**src/rtl/spi_master_arbiter.sv**
```systemverilog
// -----------------------------------------------------------------------------
// spi_master_arbiter
//
// Shares one spi_master between NUM_REQ requesters. A round-robin arbiter
// grants the bus for a whole packet, drives that requester's active-low chip
// select, loads its SPI mode / prescaller / bit order into the spi_master,
// performs the wr and rd strobe handshakes and hands every received word back
// to the owning requester.
//
// Ports
//   clk, rst            system clock, asynchronous active-low reset
//   req_valid/last/data per-requester byte stream (slice i = requester i)
//   req_ready           one-cycle accept pulse per requester
//   rsp_valid/rsp_data  one-cycle receive pulse per requester, shared data
//   cfg_mode/presc/lsb  per-requester SPI configuration, sampled at grant
//   cs_n                per-requester chip select, at most one bit low
//   busy                a packet is in progress
//   timeout_err/err_clr sticky receive-timeout flag and its clear
//   m_*                 connection to the attached spi_master
// -----------------------------------------------------------------------------
module spi_master_arbiter #(
  parameter int NUM_REQ        = 4,
  parameter int WORD_LEN       = 8,
  parameter int TIMEOUT_CYCLES = 4096,
  parameter int TO_W           = 13
) (
  input  logic                         clk,
  input  logic                         rst,
  input  logic [NUM_REQ-1:0]           req_valid,
  input  logic [NUM_REQ-1:0]           req_last,
  input  logic [NUM_REQ*WORD_LEN-1:0]  req_data,
  output logic [NUM_REQ-1:0]           req_ready,
  output logic [NUM_REQ-1:0]           rsp_valid,
  output logic [WORD_LEN-1:0]          rsp_data,
  input  logic [NUM_REQ*2-1:0]         cfg_mode,
  input  logic [NUM_REQ*3-1:0]         cfg_presc,
  input  logic [NUM_REQ-1:0]           cfg_lsb,
  output logic [NUM_REQ-1:0]           cs_n,
  output logic                         busy,
  output logic                         timeout_err,
  input  logic                         err_clr,
  output logic [WORD_LEN-1:0]          m_data_in,
  output logic                         m_wr,
  output logic                         m_rd,
  input  logic [WORD_LEN-1:0]          m_data_out,
  input  logic                         m_charreceived,
  output logic [1:0]                   m_mode,
  output logic [2:0]                   m_prescaller,
  output logic                         m_lsbfirst
);

  localparam int PW = (NUM_REQ > 1) ? $clog2(NUM_REQ) : 1;
  localparam logic [TO_W-1:0] TO_LAST = TO_W'(TIMEOUT_CYCLES - 1);

  typedef enum logic [2:0] {
    S_IDLE, S_GRANT, S_SETUP, S_WR, S_WAIT_RX, S_RD, S_CAPTURE, S_RELEASE
  } state_e;

  state_e              state_q;
  logic [PW-1:0]       ptr_q, gnt_q;
  logic                last_q;
  logic                phase_q;          // first/second cycle of WR and RD
  logic [TO_W-1:0]     to_cnt_q;
  logic [1:0]          sync_q;
  logic                charreceived_s;

  logic [NUM_REQ-1:0]  cs_n_q, req_ready_q, rsp_valid_q;
  logic [WORD_LEN-1:0] rsp_data_q, m_data_in_q;
  logic                busy_q, timeout_err_q, m_wr_q, m_rd_q, m_lsb_q;
  logic [1:0]          m_mode_q;
  logic [2:0]          m_presc_q;

  // Per-requester views of the flattened input buses.
  logic [WORD_LEN-1:0] data_arr  [NUM_REQ];
  logic [1:0]          mode_arr  [NUM_REQ];
  logic [2:0]          presc_arr [NUM_REQ];

  for (genvar g = 0; g < NUM_REQ; g++) begin : g_slice
    assign data_arr[g]  = req_data[g*WORD_LEN +: WORD_LEN];
    assign mode_arr[g]  = cfg_mode[g*2 +: 2];
    assign presc_arr[g] = cfg_presc[g*3 +: 3];
  end

  assign charreceived_s = sync_q[1];

  // Round-robin winner: first valid requester at or above ptr_q, wrapping.
  logic [PW-1:0] gnt_d;
  logic          gnt_found;

  always_comb begin
    // NOTE: every variable written here gets a default first so no path
    // leaves it unassigned, which would otherwise infer a latch.
    int unsigned   idx_int;
    logic [PW-1:0] idx;
    gnt_d     = '0;
    gnt_found = 1'b0;
    idx_int   = 0;
    idx       = '0;
    for (int k = 0; k < NUM_REQ; k++) begin
      idx_int = (int'(ptr_q) + k) % NUM_REQ;
      idx     = PW'(idx_int);
      if (!gnt_found && req_valid[idx]) begin
        gnt_d     = idx;
        gnt_found = 1'b1;
      end
    end
  end

  // NOTE: all state and registered outputs update with non-blocking
  // assignments so every register samples pre-edge values.
  always_ff @(posedge clk or negedge rst) begin
    if (!rst) begin
      state_q       <= S_IDLE;
      ptr_q         <= '0;
      gnt_q         <= '0;
      last_q        <= 1'b0;
      phase_q       <= 1'b0;
      to_cnt_q      <= '0;
      sync_q        <= '0;
      cs_n_q        <= '1;
      busy_q        <= 1'b0;
      req_ready_q   <= '0;
      rsp_valid_q   <= '0;
      rsp_data_q    <= '0;
      timeout_err_q <= 1'b0;
      m_data_in_q   <= '0;
      m_wr_q        <= 1'b0;
      m_rd_q        <= 1'b0;
      m_mode_q      <= '0;
      m_presc_q     <= '0;
      m_lsb_q       <= 1'b0;
    end else begin
      sync_q      <= {sync_q[0], m_charreceived};
      req_ready_q <= '0;
      rsp_valid_q <= '0;
      // A timeout set later in this block overrides a simultaneous clear.
      if (err_clr) timeout_err_q <= 1'b0;

      case (state_q)
        S_IDLE: begin
          if (gnt_found) begin
            gnt_q     <= gnt_d;
            m_mode_q  <= mode_arr[gnt_d];
            m_presc_q <= presc_arr[gnt_d];
            m_lsb_q   <= cfg_lsb[gnt_d];
            state_q   <= S_GRANT;
          end
        end
        S_GRANT: begin
          cs_n_q  <= ~(NUM_REQ'(1) << gnt_q);
          busy_q  <= 1'b1;
          state_q <= S_SETUP;
        end
        S_SETUP: begin
          if (req_valid[gnt_q]) begin
            m_data_in_q        <= data_arr[gnt_q];
            req_ready_q[gnt_q] <= 1'b1;
            last_q             <= req_last[gnt_q];
            phase_q            <= 1'b0;
            state_q            <= S_WR;
          end
        end
        S_WR: begin
          // m_wr is seen high in the second WR cycle and first WAIT_RX cycle.
          m_wr_q  <= 1'b1;
          phase_q <= 1'b1;
          if (phase_q) begin
            to_cnt_q <= '0;
            state_q  <= S_WAIT_RX;
          end
        end
        S_WAIT_RX: begin
          m_wr_q <= 1'b0;
          if (charreceived_s) begin
            phase_q <= 1'b0;
            state_q <= S_RD;
          end else if (to_cnt_q == TO_LAST) begin
            timeout_err_q <= 1'b1;
            state_q       <= S_RELEASE;
          end else begin
            to_cnt_q <= to_cnt_q + 1'b1;
          end
        end
        S_RD: begin
          m_rd_q  <= 1'b1;
          phase_q <= 1'b1;
          if (phase_q) state_q <= S_CAPTURE;
        end
        S_CAPTURE: begin
          // m_rd is still high here, so m_data_out is the received word.
          rsp_data_q         <= m_data_out;
          rsp_valid_q[gnt_q] <= 1'b1;
          m_rd_q             <= 1'b0;
          state_q            <= last_q ? S_RELEASE : S_SETUP;
        end
        S_RELEASE: begin
          cs_n_q  <= '1;
          busy_q  <= 1'b0;
          ptr_q   <= (gnt_q == PW'(NUM_REQ - 1)) ? '0 : gnt_q + 1'b1;
          state_q <= S_IDLE;
        end
        default: state_q <= S_IDLE;
      endcase
    end
  end

  assign req_ready    = req_ready_q;
  assign rsp_valid    = rsp_valid_q;
  assign rsp_data     = rsp_data_q;
  assign cs_n         = cs_n_q;
  assign busy         = busy_q;
  assign timeout_err  = timeout_err_q;
  assign m_data_in    = m_data_in_q;
  assign m_wr         = m_wr_q;
  assign m_rd         = m_rd_q;
  assign m_mode       = m_mode_q;
  assign m_prescaller = m_presc_q;
  assign m_lsbfirst   = m_lsb_q;

endmodule

```
**config.mk**
```make
export PLATFORM = sky130hd
export DESIGN_NAME = spi_master_arbiter
export DESIGN_NICKNAME = d
export VERILOG_FILES = /design/src/rtl/spi_master_arbiter.sv
export SDC_FILE = /design/constraint.sdc
export NUM_CORES = 1
export LEC_CHECK = 0
export CORE_MARGIN = 2
export CORE_UTILIZATION = 25
export CTS_BUF_LIST = sky130_fd_sc_hd__clkbuf_4 sky130_fd_sc_hd__clkbuf_8 sky130_fd_sc_hd__clkbuf_16
export CTS_CLUSTER_SIZE = 14
export DETAILED_ROUTE_END_ITERATION = 16
export GPL_TIMING_DRIVEN = 0
export SLEW_MARGIN = 30
export SYNTH_ARGS = -nofsm -noshare
export SYNTH_HDL_FRONTEND = slang
export SYNTH_SLANG_ARGS = --single-unit
```
**constraint.sdc**
```tcl
create_clock -name clk -period 3.04 [get_ports clk]
set_input_delay 0.304 -clock clk [delete_from_list [all_inputs] [get_ports clk]]
set_output_delay 0.304 -clock clk [all_outputs]
set_load 0.05 [all_outputs]
```
Yosys cells after proc, flatten, opt, wreduce, memory -nomap -nowiden
Cells that the tools add are included.
W data, S select, Z words.
{"block": "totals", "reg_bits": 62, "output_inout_bits": 38}
{"block": "op_classes", "addsub": 5, "order_cmp": 9, "eq_ne": 17, "shift": 1, "n_mux": 60, "n_bitwise": 3, "n_reduce_logical": 18}
{"op": "$mux W13", "n": 3}
{"op": "$mux W3", "n": 9}
{"op": "$pmux W13 S2", "n": 1}
{"op": "$pmux W3 S8", "n": 1}
{"op": "$lt A2 B3 Y1 const B", "n": 6}
{"op": "$mux W1", "n": 18}
{"op": "$bmux W8 S2", "n": 1}
{"op": "$mux W8", "n": 2}
{"op": "$bmux W1 S2", "n": 7}
{"op": "$mux W2", "n": 7}
{"op": "$ne A2 B2 Y1 const B", "n": 7}
{"op": "$add A13 B1 Y13 const B", "n": 1}
{"op": "$eq A13 B12 Y1 const B", "n": 1}
{"op": "$eq A3 B3 Y1 const B", "n": 4}
{"op": "$mux W4", "n": 3}
{"op": "$pmux W4 S2", "n": 1}
{"op": "$bmux W3 S2", "n": 1}
{"op": "$eq A3 B2 Y1 const B", "n": 2}
{"op": "$ge A3 B3 Y1 const B", "n": 2}
{"op": "$not A2 Y3", "n": 2}
{"op": "$pmux W1 S2", "n": 3}
{"op": "$reduce_bool A2 Y1", "n": 3}
{"op": "$reduce_and A5 Y1", "n": 1}
{"op": "$add A2 B1 Y2 const B", "n": 2}
{"op": "other kinds (18)", "n": 25}

Longest topological paths before layout
Gate-level depths: netlist (run 1).
{"block": "depth", "word_depth": 16, "mapped_depth": 7, "ltp_nobuf": 6}

Worst setup path before layout (run 1)
OpenSTA, ideal clock, no wires.
{"block": "synth_timing", "path_kind": "register -> register", "start": "register gnt_q[0]", "end": "register m_data_in_q[0], in the netlist m_data_in[0]", "setup_time_ns": 0.128, "t_arrival_ns": 1.725, "t_required_ns": 2.912, "setup_slack_ns": 1.187, "path_stages_with_launch": 4, "cell_sequence": "dfrtp_1 buf_1 mux4_2 mux2_1"}
{"block": "synth_via", "elab_chain_cells": 4, "elab_cells_between_ends": 7, "cone_classes": "mux (5); bitwise (1); reduce/logical (1)"}
{"item": "start: declaration", "line": "60", "rtl": "logic [PW-1:0] ptr_q, gnt_q;"}
{"item": "start signal: assignment", "line": "142", "rtl": "gnt_q <= gnt_d;"}
{"item": "$not A2 Y3 (not written as such)", "line": "156", "rtl": "m_data_in_q <= data_arr[gnt_q];"}
{"item": "$bmux W8 S2", "line": "156"}
{"item": "$mux W8 (not written as such) (2 in a row)", "line": "156"}
{"item": "end signal: assignment", "line": "156"}
{"item": "end: declaration", "line": "68", "rtl": "logic [WORD_LEN-1:0] rsp_data_q, m_data_in_q;"}
Several ways; a longest one is shown, not always the timed one. The select of a mux whose other input is x is not followed.
A chain may end at the register's enable or synchronous reset.

Final worst setup path (run 1)
{"block": "layout_timing", "start": "register state_q[1]", "end": "register m_presc_q[2], in the netlist m_prescaller[2]"}
{"block": "layout_via", "elab_chain_cells": 2}
{"item": "start: declaration", "line": "59", "rtl": "state_e state_q;"}
{"item": "start signal: assignment", "line": "194", "rtl": "state_q <= last_q ? S_RELEASE : S_SETUP;"}
{"item": "$logic_not A3 Y1", "line": "139", "rtl": "case (state_q)"}
{"item": "$reduce_and A2 Y1 (no source line)"}
{"item": "end signal: assignment", "line": "144", "rtl": "m_presc_q <= presc_arr[gnt_d];"}
{"item": "end: declaration", "line": "71", "rtl": "logic [2:0] m_presc_q;"}
Every way passes these cells.

==> summary.txt, run 1 <==
Clocking
  • Clock Latency Late Sink: 330 ps
  • CTS Buffer Depth: 2
  • CTS sink cnt: 62
  • Total CTS buffers: 9
  • CTS tree: built
  • H-tree Lvls: 3
  • Root Driver: clkbuf_16
  • Reg clk slew, reported paths: 50 ps
  • Post-CTS setup repair buffer count: 0

Final layout
  • Util after Layout: about two fifths
  • Nets@finish: 490
  • Layout Cells excl Fill: about 590
  • Layout cells sized above 1: around an eighth
  • Area growth syn-to-layout: 51.91%
  • ANT cells: 0

Drt
  • Remaining DRCs: 0
  • Routed WL: 8472 µm
  • WL per Instance: approximately 14 µm
  • Routed Antenna Nets: 0
  • Via Count: 2731
  • DR iter-0 viols: 82
  • Via-per-instance ratio: 4.660
  • First drt pass iteration count: 4

Yosys
  • Syn Area/Cell: approximately 11 µm²
  • Post-Syn Area: ~3200 µm²
  • Adder-Cell Fraction of Synth Area: 1.933%
  • Post-Synth Simple-Gate Area: between 10% and 20%
  • FF+latch count, synth: 62
  • Leading area contributor after synthesis: dfrtp_1
  • Netlist cell types: 51
  • Largest cells by area after synthesis: dfrtp_1, mux4_2, mux2_1, dfstp_2, mux2i_1
  • Main combinational cell family by area after synthesis: multiplexers
  • Post-synthesis compound-gate area fraction: between 10 and 15%
  • Register area share after synthesis: between 40 and 50%
  • Most instantiated library cell after synthesis: dfrtp_1
  • Number of flops mapped to enable cells by yosys: 0
  • Post-synth net total: 364
  • Mux share of post-synthesis cell area: around 18%
  • Yosys top cell area share: between 40 and 50%
  • Post-synthesis xor/xnor area fraction: under 10%
  • Synth Flop Type: dfrtp_1
  • Ys async rst share: 100.0%
  • Syn Inst Count: approximately 280
  • Yosys warns: 0
  • Top post-synthesis cells by count: dfrtp_1, nor2_1, nand2_1, inv_1, mux2_1

Critical path
  • Worst setup SP type: flip-flop
  • CP arrival: 2400 ps
  • Crit path capture type: flip-flop
  • Required @ worst endpoint: between 3000 and 4000 ps
  • CP Cell Sequence: buf_6 > or2_1 > or3_1 > buf_2 > o21bai_1 > a21o_1 > o211ai_1
  • WS Path Type: reg -> reg
  • Critical path's slowest cell: or3_1
  • Crit-path max cell delay: about 400 ps
  • Worst Path Max Fanout: 10

GRT
  • First-pass GRT wire length: 13860 µm
  • Largest net degree at the start of global routing: 49
  • GRT Residual Overflow: 0
  • GRT Resource Usage Total: approximately 12%
  • Number of global-route vias before repair: 2812
  • Initial antenna violation count: 0

Placement
  • Post-placement cell count: about 570
  • Hpwl dp: about 6300 µm
  • Port bufs: around 110
  • Placer congestion estimate: ~0.75

Timing
  • Max Fclk: between 400 and 500 MHz
  • Fin crit period: 2157 ps
  • Final period utilization: slightly above 70%
  • Setup violators final: 0
  • Relative slew slack: between 50 and 60%
  • Worst-Margin Slew: roughly 720 ps
  • RSZ-0062 raised after global routing: no
  • Final slew viol count: 0
  • Hold Fails Final Rpt: 0
  • Clock Skew: 6.048 ps

Floorplan
  • Initial Utilization: 25.65%
  • Die ar.: 13870 µm²
  • Die Wd: ~120 µm
  • Ports: between 100 and 150
  • Row count: between 40 and 50
  • Chip height: 117.8 µm
  • Core ar.: approximately 13000 µm²

Pwr
  • Ratio of total power to cell area: 967.4 nW/µm²
  • Static Leak: 0.001998 µW
  • Worst-case vdd ir drop: 0.3909 mV

Job
  • Max-cap violations: 0

Min path
  • Hold Crit Class: reg -> reg

Status
  • Run status: finished clean
-- critical path: cells and delay by family, from the launching register on --
kind | cells | cell delay, ps
compound gates | 3 | 670
buf+inv | 2 | 370
flops | 1 | 380
simple gates | 2 | 650
-- where the power goes --
group	switching [µW]	leakage, µW	internal (µW)
Combinational	1440	0.00107	1010
Clock	348	0.000150	644
Sequential	195	0.000778	1120
-- per-layer routing --
| layer | up-vias | routed length (µm) | part of all wire, % | GRT usage, % |
|---|---|---|---|---|
| met1 | 1332 | 3575 | 42 | 14.91 |
| met2 | 101 | 4233 | 50 | 21.11 |
| li1 | 1288 | - | - | - |
| met5 | - | 0 | 0 | 0 |
| met3 | 10 | 536 | 6.3 | 3.488 |
| met4 | 0 | 126 | 1.5 | 4.970 |
-- registers in the layout (all words and copies together) (netlist names), 3 cells and up --
name,count
cs_n,4
m_data_in,8
m_prescaller,3
req_ready,4
rsp_data,8
rsp_valid,4
state_q,3
to_cnt_q,13
-- kinds of logic after synthesis --
group                    after synthesis
AND/OR/NAND/NOR                       88
XOR/XNOR                               9
flip-flops                            62
buffers and inverters                 25
AO/OA/AOI/OAI                         55
multiplexers                          39
adder cells (fa/ha/maj)                5
-- layout by cell type (no fill, tap or decap), types with 4 or more instances in the layout --
cell type and instances:
dfrtp_1 58, clkdlybuf4s50_1 112, or3_1 4, o21ai_1 7
a21o_1 4, o21ai_0 4, a2bb2oi_1 6, a21oi_1 8
ha_1 5, mux2_1 12, o22a_1 4, nand2b_1 5
nand3_1 10, nand4_1 4, dfstp_2 4, mux4_2 8
nor2b_1 4, nand2_1 19, nor2_1 24, xnor2_1 9
clkbuf_16 9, mux2i_1 10, nor3_1 7, buf_2 4
inv_1 13, mux2_4 6
-- through the flow --
stage | worst slack [ps] | power [µW] | area (µm²) | TNS, ps | hold slack [ps]
finish | 883.0 | 4757 | 4917 | 0 | 347.6
global route | 733.2 | 5017 | 4917 | 0 | 370.8
CTS | 875.4 | 4817 | 4917 | 0 | 349.6
detailed placement | 549.9 | 3793 | 4613 | 0 | 190.0
global placement | -482.9 | 3739 | 4583 | -27680 | 340.4
floorplan | 1187 | 2994 | 3237 | 0 | 8.409
-- worst paths after layout --
| check | cells after the start | endpoint | slack, ps | from |
|---|---|---|---|---|
| min in group asynchronous | 2 | req_ready[1] | 400 | rst |
| max | 7 | m_prescaller[2] | 880 | state_q[1] |
| max reg2reg | 7 | m_prescaller[2] | 880 | state_q[1] |
| min reg2reg | 0 | sync_q[1] | 350 | sync_q[0] |
| max in group asynchronous | 3 | cs_n[2] | 2080 | rst |
| min | 0 | sync_q[1] | 350 | sync_q[0] |
-- layout make-up --
type	instances	area, µm²
Clock buffer	15	289.0
Multi-Input combinational cell	196	1568
Sequential cell	62	1556
Buffer	12	68.82
Tap cell	172	215.2
Inverter	13	48.80
Timing Repair Buffer	115	1166
Clock inverter	1	5.005
Fill cell	1274	7702
-- what timing repair did --
item,in CTS,in global routing
resized for setup,0,0
endpoints found under the hold margin,14,0
hold buffers,1,0
(Power assumes the default switching activity.)
==> run 2: changes to the inputs <==
==> constraint.sdc (replaced) <==
create_clock -name clk -period 1.8 [get_ports clk]
set_input_delay 0.18 -clock clk [delete_from_list [all_inputs] [get_ports clk]]
set_output_delay 0.18 -clock clk [all_outputs]
set_load 0.05 [all_outputs]
==> run 2 against run 1 <==
Net effect: the flow now finishes with violations (setup timing); combinational power grew 88%; sequential cell count stayed put; clock-buffer cell count fell by 5; first-iteration DRC count grew 71%; clock power increased by 86%; non-clock buffer count grew 19; sequential share of layout area fell by 2.1 points; via count grew 2.3%; global-route usage up 0.17 points; critical path type unchanged; critical endpoint is now state_q[0]; largest power group unchanged; highest routed layer unchanged.
==> summary.txt, run 2 (synthesis gave the netlist of run 1 again) <==
Final layout
  • ANT cells: 0
  • Nets@finish: roughly 510
  • Fillers: 1225
  • Register Area: 1558 µm²
  • Largest Register: to_cnt_q
  • Layout cells sized above 1: 21.94%
  • Final instance area: between 5000 and 6000 µm²
  • Footprint of the multi-input gates: ~1700 µm²
  • Max reg flops: 13
  • Area growth syn-to-layout: 63.08%
  • Commonest cells after routing, fill and taps aside: clkdlybuf4s50_1, dfrtp_1, nor2_1
  • Commonest non-fill, non-tap cell in the layout: clkdlybuf4s50_1

Job
  • Max-cap violations: 0

Floorplan
  • Die Wd: ~120 µm
  • Row count: 41
  • Ports: roughly 110
  • Chip height: about 120 µm
  • Initial Utilization: between 20 and 30%
  • Core ar.: 12620 µm²
  • Die ar.: 13870 µm²

Clocking
  • Root Driver: clkbuf_16
  • Clock Latency Late Sink: about 330 ps
  • Reg clk slew, reported paths: approximately 50 ps
  • CTS Buffer Depth: 2
  • CTS sink cnt: between 60 and 70
  • CTS tree: built
  • Total CTS buffers: 9
  • H-tree Lvls: 3

Timing
  • Max Fclk: approximately 530 MHz
  • Worst-Margin Slew: approximately 530 ps
  • Clock Skew: 5.967 ps
  • Hold Fails Final Rpt: 0
  • RSZ-0062 raised after global routing: yes
  • TNS Setup: -482.2 ps
  • Fin crit period: approximately 1900 ps
  • Final slew viol count: 0
  • Relative slew slack: 64.26%
  • Setup violators final: 10
  • Final worst slack: -74.94 ps
  • Final period utilization: 104.2%
  • Min Hold Slack: between 200 and 300 ps

Drt
  • Routed Antenna Nets: 0
  • WL per Instance: 14.25 µm
  • Routed WL: roughly 8600 µm
  • Via-per-instance ratio: between 4 and 5
  • Via Count: between 2000 and 3000
  • First drt pass iteration count: 5
  • Remaining DRCs: 0
  • DR iter-0 viols: 140

Pwr
  • Static Leak: 0.002165 µW
  • Ratio of total power to cell area: ~1600 nW/µm²
  • Worst-case vdd ir drop: approximately 0.7 mV

GRT
  • Met2 Use GR: about a fifth
  • Global routing's busiest layer: met2
  • First-pass GRT wire length: approximately 14000 µm
  • Largest net degree at the start of global routing: 33
  • GRT Residual Overflow: 0
  • GRT Resource Usage Total: about 13%
  • Number of global-route vias before repair: 2800
  • GRT met1 Usage: 15.67%
  • Initial antenna violation count: 0
  • Met3 GRT Util: under 10%

Critical path
  • Crit path capture type: flip-flop
  • Required @ worst endpoint: between 2000 and 2500 ps
  • CP Cell Sequence: ha_4 > nand3_4 > o41ai_4 > o21ai_1 > a31oi_1 > mux2_1
  • Critical path's slowest cell: dfrtp_1
  • CP arrival: 2080 ps
  • WS Path Type: reg -> reg
  • Worst setup SP type: flip-flop
  • Cell family with most CP delay: compound AO/OA/AOI/OAI gates
  • Crit-path max cell delay: roughly 400 ps
  • Bufs and invs on worst path: 0
  • Worst Path Max Fanout: 4

Placement
  • Hpwl dp: 6168 µm
  • Port bufs: between 100 and 150
  • Placer congestion estimate: approximately 0.74
  • Post-DP Area: around 4600 µm²

Status
  • Failing checks: setup timing
  • Run status: finished with violations

Min path
  • Hold Crit Class: in -> reg
run 2: changes by cell type in the layout (fill, tap and decap cells not counted), moves of 4 or more:
| cell | previous run | this run |
|---|---|---|
| buf_2 | 4 | 0 |
| clkdlybuf4s50_1 | 112 | 108 |
| buf_4 | 2 | 20 |
| dlygate4sd2_1 | 0 | 4 |
run 2: layout make-up:
type | count | area share (%)
clock buffer | 10 | 4.409
inverter | 13 | 0.9244
clock inverter | 6 | 1.635
multi-input combinational | 196 | 32.69
timing repair buffer | 136 | 25.15
buffer | 10 | 1.612
sequential | 62 | 29.51
tap | 172 | 4.077
run 2: power breakdown:
group / leakage [µW] / switching (µW) / total, µW / internal [µW]
Sequential: 0.000777 / 322 / 2210 / 1890
Clock: 0.000156 / 629 / 1850 / 1220
Combinational: 0.00123 / 2570 / 4610 / 2030
Total: 0.00216 / 3520 / 8670 / 5140
run 2: layer usage:
| metal | wire length [µm] | up-vias |
|---|---|---|
| li1 | - | 1337 |
| met2 | 4254 | 93 |
| met1 | 3756 | 1355 |
| met3 | 487 | 10 |
| met5 | 0 | - |
| met4 | 124 | 0 |
run 2: what timing repair did:
action	in CTS	in global routing
gates resized for setup	20	23
setup endpoints to repair	34	34
buffers inserted	12	9
hold endpoints to repair	26	0
pin swaps	6	6
hold buffers	1	0
run 2: worst paths after layout:
path                                startpoint          end  slack, ps  cells past startpoint
worst max-delay path               to_cnt_q[1]   state_q[0]        -70                      6
worst min-delay path            m_charreceived    sync_q[0]        290                      1
worst max register to register     to_cnt_q[1]   state_q[0]        -70                      6
worst min register to register       sync_q[0]    sync_q[1]        350                      0
max in group asynchronous                  rst    sync_q[1]        940                      3
min in group asynchronous                  rst  rsp_data[3]        350                      2
run 2: metrics by stage:
step           cells  worst slack, ps  util [%]  total power [µW]
2_1_floorplan    283           -12.82         -              5071
3_3_place_gp     568            -1815     36.42              6336
3_5_place_dp     569           -570.1     36.60              6408
4_1_cts          597           -105.5     40.40              8527
5_1_grt          605           -177.4     41.83              9159
6_report         605           -74.94     41.83              8668
